--- config.mk ---
export PLATFORM = sky130hd
export DESIGN_NAME = captura_clave
export DESIGN_NICKNAME = d
export VERILOG_FILES = /design/src/rtl/acceso_pkg.sv /design/src/rtl/detector_flanco.sv /design/src/rtl/captura_clave.sv
export SDC_FILE = /design/constraint.sdc
export NUM_CORES = 1
export LEC_CHECK = 0
export CAP_MARGIN = 20
export CORE_ASPECT_RATIO = 1.75
export CORE_UTILIZATION = 24
export DETAILED_ROUTE_END_ITERATION = 10
export GPL_TIMING_DRIVEN = 0
export MAX_ROUTING_LAYER = met4
export REMOVE_ABC_BUFFERS = 1
export SYNTH_ARGS = -nofsm -noshare
export SYNTH_HDL_FRONTEND = slang
export SYNTH_SLANG_ARGS = --single-unit
--- constraint.sdc ---
create_clock -name clk -period 6 [get_ports clk]
set_clock_uncertainty 0.2 [all_clocks]
set_input_delay 0.6 -clock clk [delete_from_list [all_inputs] [get_ports clk]]
set_output_delay 0.6 -clock clk [all_outputs]
set_load 0.02 [all_outputs]
--- src/rtl/acceso_pkg.sv ---
// Shared definitions for the gate access path: key codes, entry states and
// the factory PIN the access controller falls back to.
package acceso_pkg;

  localparam logic [3:0]  TECLA_DIGITO_MAX  = 4'h9;
  localparam logic [3:0]  TECLA_BORRAR      = 4'hA;
  localparam logic [3:0]  TECLA_ENTER       = 4'hB;
  localparam logic [3:0]  TECLA_CANCELAR    = 4'hC;
  localparam logic [15:0] CLAVE_POR_DEFECTO = 16'h2468;

  typedef enum logic [1:0] {
    INACTIVO,
    ESPERA,
    COMPLETA
  } estado_t;

  typedef enum logic [2:0] {
    K_DIGITO,
    K_BORRAR,
    K_ENTER,
    K_CANCELAR,
    K_INVALIDA
  } clase_tecla_t;

  function automatic clase_tecla_t clasificar(input logic [3:0] codigo);
    if (codigo <= TECLA_DIGITO_MAX)     return K_DIGITO;
    else if (codigo == TECLA_BORRAR)    return K_BORRAR;
    else if (codigo == TECLA_ENTER)     return K_ENTER;
    else if (codigo == TECLA_CANCELAR)  return K_CANCELAR;
    else                                return K_INVALIDA;
  endfunction

endpackage

--- src/rtl/detector_flanco.sv ---
// Single-bit rising-edge detector: the output is high in the cycle the input
// rises, combinationally, against the registered previous value.
module detector_flanco (
  input  logic clk,
  input  logic reset,
  input  logic senal,
  output logic flanco
);

  logic senal_prev;

  // NOTE: sequential state is assigned with <= so every flop samples the
  // pre-edge values regardless of statement order.
  always_ff @(posedge clk or negedge reset) begin
    if (!reset) senal_prev <= 1'b0;
    else        senal_prev <= senal;
  end

  assign flanco = senal & ~senal_prev;

endmodule

--- src/rtl/captura_clave.sv ---
// Keypad PIN entry: collects BCD digits while a vehicle is present, supports
// backspace/cancel, and publishes the complete PIN on enter with a strobe.
module captura_clave
  import acceso_pkg::*;
#(
  parameter int TIMEOUT_CICLOS = 1000,
  parameter int NUM_DIGITOS    = 4
) (
  input  logic                               clk,
  input  logic                               reset,
  input  logic                               llegado_vehiculo,
  input  logic                               tecla_valida,
  input  logic [3:0]                         codigo_tecla,
  output logic [4*NUM_DIGITOS-1:0]           clave_ingresada,
  output logic                               clave_lista,
  output logic [$clog2(NUM_DIGITOS+1)-1:0]   digitos_ingresados,
  output logic                               error_tecla
);

  localparam int ANCHO_CLAVE  = 4 * NUM_DIGITOS;
  localparam int ANCHO_CUENTA = $clog2(NUM_DIGITOS + 1);
  localparam int ANCHO_OCIO   = $clog2(TIMEOUT_CICLOS + 1);

  localparam logic [ANCHO_CUENTA-1:0] CUENTA_LLENA = ANCHO_CUENTA'(NUM_DIGITOS);
  localparam logic [ANCHO_CUENTA-1:0] CUENTA_UNO   = ANCHO_CUENTA'(1);
  localparam logic [ANCHO_OCIO-1:0]   OCIO_MAX     = ANCHO_OCIO'(TIMEOUT_CICLOS);
  localparam logic [ANCHO_OCIO-1:0]   OCIO_UNO     = ANCHO_OCIO'(1);

  estado_t                  estado, estado_next;
  logic [ANCHO_CLAVE-1:0]   buffer, buffer_next;
  logic [ANCHO_CUENTA-1:0]  cuenta, cuenta_next;
  logic [ANCHO_OCIO-1:0]    ocio, ocio_next;
  logic [ANCHO_CLAVE-1:0]   clave_next;
  logic                     lista_next, error_next;

  logic         flanco;
  logic         en_edicion, tecla_aceptada, vencido;
  clase_tecla_t clase;

  detector_flanco u_flanco (
    .clk    (clk),
    .reset  (reset),
    .senal  (tecla_valida),
    .flanco (flanco)
  );

  // Departure outranks everything, then the idle timeout, then the key.
  assign clase          = clasificar(codigo_tecla);
  assign en_edicion     = llegado_vehiculo && (estado != INACTIVO);
  assign tecla_aceptada = en_edicion && flanco;
  assign vencido        = en_edicion && (cuenta != '0) && (ocio == OCIO_MAX);

  always_ff @(posedge clk or negedge reset) begin
    if (!reset) estado <= INACTIVO;
    else        estado <= estado_next;
  end

  // NOTE: every combinational output gets a default first so no path leaves
  // it unassigned, which would otherwise infer a latch.
  always_comb begin
    estado_next = estado;
    if (!llegado_vehiculo) begin
      estado_next = INACTIVO;
    end else begin
      unique case (estado)
        INACTIVO: estado_next = ESPERA;
        ESPERA: begin
          if (!vencido && tecla_aceptada && clase == K_DIGITO &&
              cuenta == CUENTA_LLENA - CUENTA_UNO)
            estado_next = COMPLETA;
        end
        COMPLETA: begin
          if (vencido)
            estado_next = ESPERA;
          else if (tecla_aceptada &&
                   (clase == K_BORRAR || clase == K_ENTER || clase == K_CANCELAR))
            estado_next = ESPERA;
        end
        default: estado_next = INACTIVO;
      endcase
    end
  end

  always_comb begin
    buffer_next = buffer;
    cuenta_next = cuenta;
    clave_next  = clave_ingresada;
    lista_next  = 1'b0;
    error_next  = 1'b0;

    if (!en_edicion) begin
      buffer_next = '0;
      cuenta_next = '0;
    end else if (vencido) begin
      buffer_next = '0;
      cuenta_next = '0;
      error_next  = 1'b1;
    end else if (tecla_aceptada) begin
      unique case (clase)
        K_DIGITO: begin
          if (estado == COMPLETA) begin
            error_next = 1'b1;
          end else begin
            buffer_next = {buffer[ANCHO_CLAVE-5:0], codigo_tecla};
            cuenta_next = cuenta + CUENTA_UNO;
          end
        end
        K_BORRAR: begin
          if (cuenta != '0) begin
            buffer_next = {4'h0, buffer[ANCHO_CLAVE-1:4]};
            cuenta_next = cuenta - CUENTA_UNO;
          end
        end
        K_ENTER: begin
          if (estado == COMPLETA) begin
            clave_next = buffer;
            lista_next = 1'b1;
          end else begin
            error_next = 1'b1;
          end
          buffer_next = '0;
          cuenta_next = '0;
        end
        K_CANCELAR: begin
          buffer_next = '0;
          cuenta_next = '0;
        end
        default: error_next = 1'b1;
      endcase
    end
  end

  // Idle counter only runs while a partial entry exists, and saturates.
  always_comb begin
    ocio_next = ocio;
    if (!en_edicion || tecla_aceptada || vencido || cuenta == '0)
      ocio_next = '0;
    else if (ocio != OCIO_MAX)
      ocio_next = ocio + OCIO_UNO;
  end

  always_ff @(posedge clk or negedge reset) begin
    if (!reset) begin
      buffer          <= '0;
      cuenta          <= '0;
      ocio            <= '0;
      clave_ingresada <= '0;
      clave_lista     <= 1'b0;
      error_tecla     <= 1'b0;
    end else begin
      buffer          <= buffer_next;
      cuenta          <= cuenta_next;
      ocio            <= ocio_next;
      clave_ingresada <= clave_next;
      clave_lista     <= lista_next;
      error_tecla     <= error_next;
    end
  end

  assign digitos_ingresados = cuenta;

endmodule

==> metrics.txt, run 1 <==
final wirelength 5246 µm; IO Count 29; Rows 48; number of buffers created by CTS 5; Clock Latency Late Sink 0.29 ns; Synth top area share 51.52%; Leak 1.278 nW; Clock Power Share 48.9%; crit path cell chain clkdlybuf4s50_1 -> and4bb_4 -> inv_1 -> fa_1 -> xor2_1 -> or4_1 -> a21oi_1; slew margin rel. 54.37%; CP Launch Type primary input; die width 78.04 µm; Die ar. 10540 µm²; clk sinks 50; Worst setup EP type flop; Mapped Area 2429 µm²; Worst Setup SP codigo_tecla[3]; critical path arrival 3.02 ns; routed vias 1905; Mean Syn Cell Area 9.305 µm²; reg-to-reg slack, setup 3.91 ns; Yosys reg bits 50; Routed Antenna Nets 0; postcts setup bufs 0; Starting Density 24.66%; total power 0.7631 mW; Final Cycle Share 50.17%; crit-path max FO 12; Pint 0.6068 mW; H-Tree Depth 2; drt drc 0; Clock transition at path regs 0.06 ns; Area growth, synth to finish 24.88%; Pwr Density 251.6 nW/µm²; maximum clock rate 0.3322 GHz; count leader, synth nand2_1; WL/cell 12.70 µm; gpl congestion 0.7101; Die H 135.1 µm; worst min-delay path category in2async; first-pass GRT wire length 9549 µm; final hold vios 0; outcome finished clean; Synth area leader dfrtp_1; main flop type after synthesis dfrtp_1; Max stage delay on crit path 0.73 ns; Max-Cap Viols 0; initial antenna violation count 0; post_cts resized 0; switch share 20.48%; Syn Inst Count 261; Max Root-Sink Buffers 2; Port-buffer cells 28; final setup fails 0; layout cells sized above 1 7.292%; # fillers 1030; VDD IR max 0.1736 mV; Fin Hold WS 0.003251 ns; vias per cell 4.613; DRT Pass-1 Iters 4; Yosys cell types 45; gr ovfl total 0; power share of the combinational group 6.0%; TritonCTS clock tree built; RSZ-0062 raised after global routing no; Clock Tree Root clkbuf_16; hold buffer count at CTS 0; list of most frequent post-synthesis cells nand2_1, dfrtp_1, nor2_1; core area 9849 µm²; Reg-to-Reg End buffer[4]; Switch Pwr 0.1563 mW; Tmin final 3.010 ns; DRT iter0 DRCs 200; worst slew pin tran 0.6845 ns; Post-Route Setup TNS 0 ns; Ys Warns 0; FF-to-FF Start ocio[0]; critical path class in2reg; EDFF count, synth 0; NumNets Final 298; Final Max Tran Viols 0; Async SR Flop Fraction 100.0%; part of the power in registers 45.1%; Detail Placement HPWL 3745 µm; slowest cell on the critical path clkdlybuf4s50_1; FF-to-FF path depth 6; Seq/Total Area, Yosys 51.52%; largest net degree at the start of global routing 38; global-route usage over all layers 11.61%; n_diodes 0; synth top area cells dfrtp_1, nand2_1, nor2_1; WP data required 6.01 ns; end point of the critical path digitos_ingresados[2]; vias in the first global route 2011
==> kinds of logic (layout without fill, tap and decap cells) <==
family | count (synthesis) | after routing | share of synthesized area, %
AO/OA/AOI/OAI | 37 | 37 | 11.85
AND/OR/NAND/NOR | 141 | 141 | 27.61
XOR/XNOR | 9 | 9 | 3.246
buffers and inverters | 21 | 48 | 3.915
flip-flops | 50 | 50 | 51.52
adder cells (fa/ha/maj) | 3 | 3 | 1.855
==> power by group through the flow <==
stage	registers (mW)	logic [mW]	clock network (mW)
3_5_place_dp	0.350	0.0460	0
5_1_grt	0.344	0.0519	0.396
2_1_floorplan	0.350	0.0231	0
4_1_cts	0.344	0.0461	0.381
3_3_place_gp	0.350	0.0439	0
6_report	0.344	0.0459	0.373
==> cell usage in the layout, fill, tap and decap left out, types with 2 or more instances in the layout <==
| master | Yosys | layout |
|---|---|---|
| clkbuf_16 | 0 | 5 |
| a2bb2oi_1 | 2 | 2 |
| a21oi_1 | 10 | 10 |
| nor2_1 | 25 | 25 |
| or3_1 | 4 | 4 |
| buf_4 | 2 | 2 |
| and3_1 | 4 | 4 |
| inv_1 | 9 | 9 |
| o21ai_0 | 4 | 4 |
| xor2_1 | 3 | 3 |
| a211oi_1 | 2 | 2 |
| bufinv_16 | 0 | 2 |
| clkdlybuf4s50_1 | 0 | 27 |
| nor2b_1 | 2 | 2 |
| nand3_1 | 9 | 9 |
| xnor2_1 | 6 | 6 |
| nor4_1 | 3 | 3 |
| and2_1 | 2 | 2 |
| nor3_1 | 12 | 12 |
| nand2_1 | 65 | 65 |
| a221oi_1 | 8 | 8 |
| nand4_1 | 2 | 2 |
| dfrtp_1 | 50 | 50 |
| a31oi_1 | 2 | 2 |
| ha_1 | 2 | 2 |
| nand2b_1 | 3 | 3 |
==> layout make-up <==
| class | count | area [µm²] | area share (%) |
|---|---|---|---|
| multi-input combinational | 190 | 1082 | 35.68 |
| clock inverter | 2 | 60.06 | 1.980 |
| timing repair buffer | 31 | 310.3 | 10.23 |
| clock buffer | 6 | 138.9 | 4.579 |
| sequential | 50 | 1251 | 41.25 |
| tap | 125 | 156.4 | 5.157 |
| inverter | 9 | 33.78 | 1.114 |
==> how the worst min path moves through the flow <==
stage,start,to,slack (ns),cells after the start
floorplan,reset,buffer[0],0.10,0
global placement,clave_ingresada[10],clave_ingresada[10],0.25,2
detailed placement,clave_ingresada[5],clave_ingresada[5],0.26,2
CTS,reset,clave_ingresada[15],0.01,1
global route,reset,clave_ingresada[11],0.03,1
finish,reset,clave_ingresada[11],0.003,1
==> layer usage <==
metal / up-vias / wire, µm / share of wire (%) / GRT usage (%)
met5: - / 0 / 0 / -
met4: 0 / 84 / 1.6 / 4.115
met3: 6 / 145 / 2.8 / 2.162
met2: 28 / 2783 / 53 / 19.83
met1: 925 / 2232 / 43 / 13.48
li1: 946 / - / - / -
==> sequential cells by signal, summed over array words and instances (netlist names) <==
register,count
digitos_ingresados,3
ocio,10
clave_ingresada,16
error_tecla,1
u_flanco.senal_prev,1
buffer,16
clave_lista,1
estado,2
==> stage by stage <==
stage	setup slack, ns	util, %	area (µm²)	instances
finish	2.990	30.79	3033	413
global route	2.900	30.79	3033	413
CTS	3.042	30.64	3018	411
global placement	2.718	28.47	2804	402
detailed placement	2.756	28.62	2819	403
floorplan	3.578	-	2367	249
==> critical path: cells and delay by family <==
kind	cells	cell delay, ns
AOI/OAI and AO/OA	1	0.13
and+or+nand+nor	2	0.86
adders and majority gates	1	0.39
xor gates and xnor gates	1	0.19
buffers and inverters	2	0.85
Note: power is estimated with default switching activity, not from simulation.
==> inputs of run 2 (changes only) <==
==> constraint.sdc (replaced) <==
create_clock -name clk -period 3.05 [get_ports clk]
set_clock_uncertainty 0.2 [all_clocks]
set_input_delay 0.305 -clock clk [delete_from_list [all_inputs] [get_ports clk]]
set_output_delay 0.305 -clock clk [all_outputs]
set_load 0.02 [all_outputs]
==> run 2 against run 1 <==
Net effect: via count increased by 0.47%; worst hold slack improved by 0.24 ns; routed wire length about the same; combinational power increased by 99%; utilization increased by 0.10 points; critical endpoint unchanged.
==> metrics.txt, run 2 (synthesis results as in run 1) <==
worst min-delay path category in2async; area taken by multi-input logic gates 1082 µm²; Worst setup EP type flop; gpl congestion 0.7101; global-route usage over all layers 11.64%; outcome finished clean; die width 78.04 µm; Die ar. 10540 µm²; vias per cell 4.623; gr ovfl total 0; Starting Density 24.66%; Final Max Tran Viols 0; Max Root-Sink Buffers 2; Pwr Density 493.2 nW/µm²; vias in the first global route 2020; Post-Route Setup TNS 0 ns; Post-Route M1 WL 2237 µm; Largest regs buffer x16, clave_ingresada x16, ocio x10; RSZ-0062 raised after global routing no; maximum clock rate 0.3684 GHz; H-Tree Depth 2; Die H 135.1 µm; critical path class in2reg; NumNets Final 299; Rows 48; IO Count 29; Leak 1.283 nW; final setup fails 0; min setup slack post-route 0.3356 ns; WL met3 144 µm; DRT Pass-1 Iters 4; layout cells sized above 1 7.266%; post_cts resized 0; Area growth, synth to finish 25.30%; CP Launch Type primary input; WL/cell 12.66 µm; Tmin final 2.714 ns; VDD IR max 0.3412 mV; Fin Hold WS 0.2474 ns; n_diodes 0; Clock Latency Late Sink 0.29 ns; critical path arrival 2.73 ns; slew margin rel. 54.30%; pre-CTS WS 0.1010 ns; Detail Placement HPWL 3745 µm; commonest non-fill, non-tap cell in the layout nand2_1; DRT iter0 DRCs 187; total power 1.501 mW; worst slew pin tran 0.6855 ns; TritonCTS clock tree built; crit-path max FO 12; routed vias 1914; WP data required 3.06 ns; first-pass GRT wire length 9577 µm; hold buffer count at CTS 1; final wirelength 5242 µm; Reg area 1251 µm²; core area 9849 µm²; clk sinks 50; number of buffers created by CTS 5; met2 routed WL 2776 µm; initial antenna violation count 0; final hold vios 0; drt drc 0; Final Cycle Share 89.00%; Port-buffer cells 28; Clock Tree Root clkbuf_16; postcts setup bufs 0; DR top layer met4; # fillers 1029; Clock transition at path regs 0.06 ns; commonest non-fill, non-tap cells in the layout nand2_1, dfrtp_1, clkdlybuf4s50_1; Max-Cap Viols 0; Routed Antenna Nets 0; largest net degree at the start of global routing 38
==> run 2: final cells by class <==
class	instances	share of cell area (%)
flip-flops and latches	50	41.12
multi-input cells	190	35.57
repair buffers	32	10.53
well taps	125	5.140
clock buffers	6	4.564
clock inverters	2	1.974
inverters	9	1.110
==> run 2: power breakdown <==
group          internal, mW  switching (mW)  leakage (nW)
clock network         0.492           0.241        0.0971
logic                0.0328          0.0584         0.494
registers             0.669         0.00687         0.692
total                  1.19           0.306          1.28
==> run 2: path summary, 6_finish.rpt <==
kind	startpoint	slack, ns	endpoint	depth (start not counted)
min in group clk	clave_ingresada[5]	0.26	clave_ingresada[5]	2
max in group asynchronous	reset	1.90	clave_ingresada[0]	3
setup / recovery	codigo_tecla[3]	0.34	digitos_ingresados[2]	7
hold reg to reg	clave_ingresada[5]	0.26	clave_ingresada[5]	2
setup reg to reg	ocio[1]	0.96	buffer[4]	6
hold / removal	reset	0.25	clave_ingresada[15]	2
==> run 2: per-layer routing <==
layer,vias to the layer above,GRT usage (%)
met2,28,19.93
met5,-,-
met4,0,4.115
li1,951,-
met3,6,2.162
met1,929,13.48
==> run 2: critical path, cell delays in order <==
cell             delay [ns]
clkdlybuf4s50_1        0.73
and4bb_4               0.45
inv_1                  0.12
fa_1                   0.39
xor2_1                 0.19
or4_1                  0.41
a21oi_1                0.13
==> run 2: metrics by stage <==
stage          instance area, µm²  instances  util [%]
4_1_cts                      3028        412     30.74
6_report                     3043        414     30.89
3_5_place_dp                 2819        403     28.62
5_1_grt                      3043        414     30.89
2_1_floorplan                2367        249         -
3_3_place_gp                 2804        402     28.47
==> RTL edit 1, RTL diff (config.mk and constraints of run 1) <==
The 3 values of `estado_t` get a one-hot encoding in 3 bits.
--- a/src/rtl/acceso_pkg.sv
+++ b/src/rtl/acceso_pkg.sv
@@ -9,8 +9,8 @@
   localparam logic [15:0] CLAVE_POR_DEFECTO = 16'h2468;
 
-  typedef enum logic [1:0] {
-    INACTIVO,
-    ESPERA,
-    COMPLETA
+  typedef enum logic [2:0] {
+    INACTIVO = 3'b001,
+    ESPERA   = 3'b010,
+    COMPLETA = 3'b100
   } estado_t;
 
Formal check against the unedited RTL: no difference found for any inputs over 10 cycles, from zero or initial values and one cycle with reset low; not proved beyond that.
==> RTL edit 1 against run 1 <==
  * Count of clock-buffer cells in the layout rose by 1
  * Sequential cell count rose by 1
  * Area after synthesis up 9.6%
  * Global-route usage is 0.34 points higher
  * Critical path depth unchanged
  * Wire length grew 17%
  * Final area rose by 6.4%
  * First-iteration DRC count fell by 23%
  * Total power down 6.6%
  * Worst setup slack lost 0.52 ns
  * Critical endpoint unchanged
  * Largest cell class is now multi-input combinational cells
  * Highest routed layer unchanged
==> RTL edit 1: results (changes against run 1) <==
| Metric | Value |
|---|---|
| Status | complete, no violations |
| RD Place Congestion | 0.789 (+11%) |
| WL/cell | 15.1 µm (+19%) |
| DR iter-0 viols | 155 (-23%) |
| WP data arrival | 3.54 ns (+0.52 ns) |
| Worst setup startpoint | codigo_tecla[1] |
| Inst Count DP | 397 (-1.5%) |
| Met1 Use GR | 0.135 (+0.000441) |
| Post-synthesis sequential area ratio | 0.480 (-0.0354) |
| Yosys warnings | 0 (unchanged) |
| WL final | 6110 µm (+17%) |
| Min-delay worst type | input pin to asynchronous set/reset pin |
| Via/cell ratio | 5.01 (+8.6%) |
| Synth top area cells | dfrtp_1 (47%), mux2_4 (5.6%), a21oi_1 (3.8%), a211oi_1 (3.1%), mux2_2 (2.5%) |
| Distinct cells, synth | 59 (+31%) |
| First-pass GRT wire length | 10,400 µm (+8.7%) |
| Post-Synthesis Cells | 249 (-4.6%) |
| Critical path peak fanout | 11 (-1) |
| Pin count of the biggest net entering global routing | 31 (-18%) |
| GR Util met3 | 0.0257 (+0.00410) |
| CTS resizes | 0 (unchanged) |
| Worst r2r src | ocio[2] |
| Async set-reset flop share out of synthesis | 1.00 (unchanged) |
| Layout Nets | 286 (-4.0%) |
| Clock Latency Late Sink | 0.29 ns (about the same) |
| Top post-synthesis cells by count | dfrtp_1 (50), a21oi_1 (20), nor2_1 (14) |
| Worst vdd ir | 0.163 mV (-6.3%) |
| Global Route Usage Sum | 0.120 (+0.00341) |
| Layout cell share with drive strength beyond 1 | 0.134 (+0.0611) |
| GR Util met2 | 0.202 (+0.00385) |
| Pleak | 1.28 nW (+0.30%) |
| Post-place instance area | 0.00307 mm² (+8.9%) |
| Max_slew headroom | 0.448 (-0.0960) |
| Vias in the first global route | 2,122 (+5.5%) |
| Post-DP HPWL | 4430 µm (+18%) |
-- RTL edit 1: cell count changes after synthesis, moves of 8 or more --
cell,run 1,this run
o21ai_0,4,13
a221oi_1,8,0
nand2_1,65,11
a211oi_1,2,11
a21oi_1,10,20
nor2_1,25,14
mux2_4,0,10
-- RTL edit 1: power breakdown --
group	switching (mW)	leakage [nW]	total [mW]	internal, mW
registers	0.00758	0.704	0.358	0.350
clock network	0.121	0.0741	0.288	0.167
logic	0.0446	0.504	0.0668	0.0222
total	0.174	1.28	0.713	0.540
-- RTL edit 1: cells by family (layout without fill, tap and decap cells) --
kind of cell,count (synthesis),count (layout),share of synthesized area
muxes,16,16,0.0818
buffers and inverters,21,48,0.0371
and+or+nand+nor,80,80,0.186
xor gates and xnor gates,10,10,0.0329
AOI/OAI and AO/OA,68,68,0.166
DFF,51,51,0.480
adders and majority gates,3,3,0.0169
-- RTL edit 1: metal layers --
metal / share of wire / routed length (µm)
met1: 0.41 / 2540
met2: 0.54 / 3310
met3: 0.028 / 172
met4: 0.016 / 97
met5: 0 / 0
-- RTL edit 1: worst max-delay path, stage by stage --
cell and delay [ns]:
clkdlybuf4s50_1 0.64, nor4bb_2 0.58, clkinv_1 0.42, fa_1 0.49
xor2_1 0.19, or4b_1 0.46, o22ai_1 0.15
-- RTL edit 1: cell type report --
cell class,instances,area [µm²]
clock buffers,7,143
clock inverters,1,8.76
fillers,1128,7530
inverters,9,33.8
multi-input cells,177,1290
flip-flops and latches,51,1280
well taps,130,163
repair buffers,31,310
-- RTL edit 1: final timing paths --
check / end / slack (ns) / depth (start not counted)
min: clave_ingresada[12] / 0.08 / 1
min reg2reg: clave_ingresada[5] / 0.31 / 1
min in group clk: clave_ingresada[5] / 0.31 / 1
max in group asynchronous: ocio[8] / 4.98 / 2
max: digitos_ingresados[2] / 2.47 / 7
max reg2reg: clave_lista / 3.53 / 4
-- RTL edit 1: through the flow --
step	utilization	setup WS, ns	hold WS (ns)
2_1_floorplan	-	2.15	0.104
3_3_place_gp	0.283	0.361	0.292
3_5_place_dp	0.285	2.16	0.293
4_1_cts	0.299	2.48	0.0997
5_1_grt	0.300	2.23	0.118
6_report	0.300	2.47	0.0818
==> RTL edit 2, RTL diff (settings of run 1) <==
Without the edit above. Set the parameter `NUM_DIGITOS` to 8 (it was 4).
--- a/src/rtl/captura_clave.sv
+++ b/src/rtl/captura_clave.sv
@@ -5,5 +5,5 @@
 #(
   parameter int TIMEOUT_CICLOS = 1000,
-  parameter int NUM_DIGITOS    = 4
+  parameter int NUM_DIGITOS    = 8
 ) (
   input  logic                               clk,
Interface: changed (resized clave_ingresada and digitos_ingresados); port bits go from 29 to 46. The function was not compared with the original's and may differ.
==> RTL edit 2 against run 1 <==
  * Combinational power up 64%
  * Final cell count up 37%
  * Total power rose by 59%
  * Area after synthesis rose by 56%
  * Sequential cell count increased by 33
  * Sequential power rose by 67%
  * Die area increased by 55%
  * Final area grew 57%
  * Worst setup slack lost 0.51 ns
  * Synthesized cell count up 30%
  * Wire length up 62%
  * Largest cell class unchanged
==> RTL edit 2: results (changes against run 1) <==
| Metric | Value |
|---|---|
| Area Growth Syn to Fin | 25.7% |
| CTS resizes | 0 (unchanged) |
| Synth Area in Compound Gates | 0.114 (-0.00452) |
| Crit path largest cell delay | 0.79 ns (+0.06 ns) |
| Synth top area cells | dfrtp_1 (55%), mux2_2 (9.2%), a221oi_1 (5.8%), nor2_1 (4.0%), nor3_1 (3.6%) |
| Slowest cell on crit path | nor4bb_4 |
| DR iter-0 viols | 178 (-11%) |
| Post-synthesis adder-cell area fraction | 0.0185 (-0.0000470) |
| Seq_cells | 83 (+66%) |
| DP Worst Slack | 2.12 ns (-0.640 ns) |
| M1 WL | 3480 µm (+56%) |
| Critical path peak fanout | 11 (-1) |
| Post-Layout Cell Count | 567 (+37%) |
| Worst r2r src | digitos_ingresados[1] |
| Inst Count DP | 550 (+36%) |
| Met2 Routed Length | 4450 µm (+60%) |
| GR Util met3 | 0.0324 (+0.0108) |
| Pleak | 2.05 nW (+61%) |
| Synth Area in XOR/XNOR | 0.0231 (-0.00933) |
| Post-synthesis sequential area ratio | 0.548 (+0.0332) |
| DR pass1 iterations | 6 (+2) |
| Multi-input logic area | 0.00159 mm² (+46%) |
| Max_slew headroom | 0.327 (-0.216) |
| Regs by FF count | buffer x32, clave_ingresada x32, ocio x10 |
| Non-clk buf share | 0.110 (+0.00810) |
| Via/cell ratio | 4.88 (+5.8%) |
| Global Route Usage Sum | 0.114 (-0.00170) |
| Htree depth | 3 (+1) |
| WL final | 8520 µm (+62%) |
| Distinct cells, synth | 48 (+6.7%) |
| Clk tree area frac | 0.0641 (-0.00145) |
| GR Util met2 | 0.192 (-0.00637) |
| WP data arrival | 3.56 ns (+0.54 ns) |
| Top post-synthesis cells by count | dfrtp_1 (83), nor2_1 (40), mux2_2 (31) |
| Fillers | 1,536 (+49%) |
| Clock Latency Late Sink | 0.33 ns (+0.04 ns) |
| Multi-input combinational area share | 0.333 (-0.0238) |
| Number of non-clock buffers in the layout | 49 (+58%) |
| Multi-Input Combinational | 224 (+18%) |
| Post-Synthesis Cells | 339 (+30%) |
| Clkbuf count | 12 (+6) |
| Met1 Use GR | 0.127 (-0.00786) |
| Port bufs | 45 (+61%) |
| Post-place instance area | 0.00443 mm² (+57%) |
| Mux cell area share after synthesis | 0.0951 (+0.0951) |
| RD Place Congestion | 0.740 (+4.2%) |
| Layout cell share with drive strength beyond 1 | 0.152 (+0.0793) |
| Status | complete, no violations |
| Pin count of the biggest net entering global routing | 47 (+24%) |
| Fraction of area in registers | 0.436 (+0.0238) |
| Worst vdd ir | 0.106 mV (-39%) |
| Layout Nets | 389 (+31%) |
| Routed met3 length | 444 µm (+210%) |
| Clock transition at the registers of the reported paths | 0.06 ns (about the same) |
| Post-DP HPWL | 5810 µm (+55%) |
| CTS buffer count | 9 (+4) |
RTL edit 2: cell count changes after synthesis, sizes merged, moves of 3 or more:
cell	change
or3	-3
clkbuf	+8
nand3	+4
buf	+3
nand2	-50
mux2	+32
dfrtp	+33
nor2	+15
nor4	-3
a221oi	+17
nor3	+14
RTL edit 2: report_power, final:
| group | leakage (nW) | internal (mW) | switching, mW | total (mW) |
|---|---|---|---|---|
| Combinational | 0.751 | 0.0261 | 0.0493 | 0.0754 |
| Sequential | 1.15 | 0.566 | 0.00723 | 0.573 |
| Clock | 0.153 | 0.344 | 0.217 | 0.561 |
RTL edit 2: final timing paths:
path	end	slack [ns]
hold / removal	digitos_ingresados[0]	0.07
max in group asynchronous	buffer[29]	4.90
min in group clk	clave_ingresada[26]	0.30
setup / recovery	digitos_ingresados[3]	2.48
setup reg to reg	clave_ingresada[26]	3.13
hold reg to reg	clave_ingresada[26]	0.30
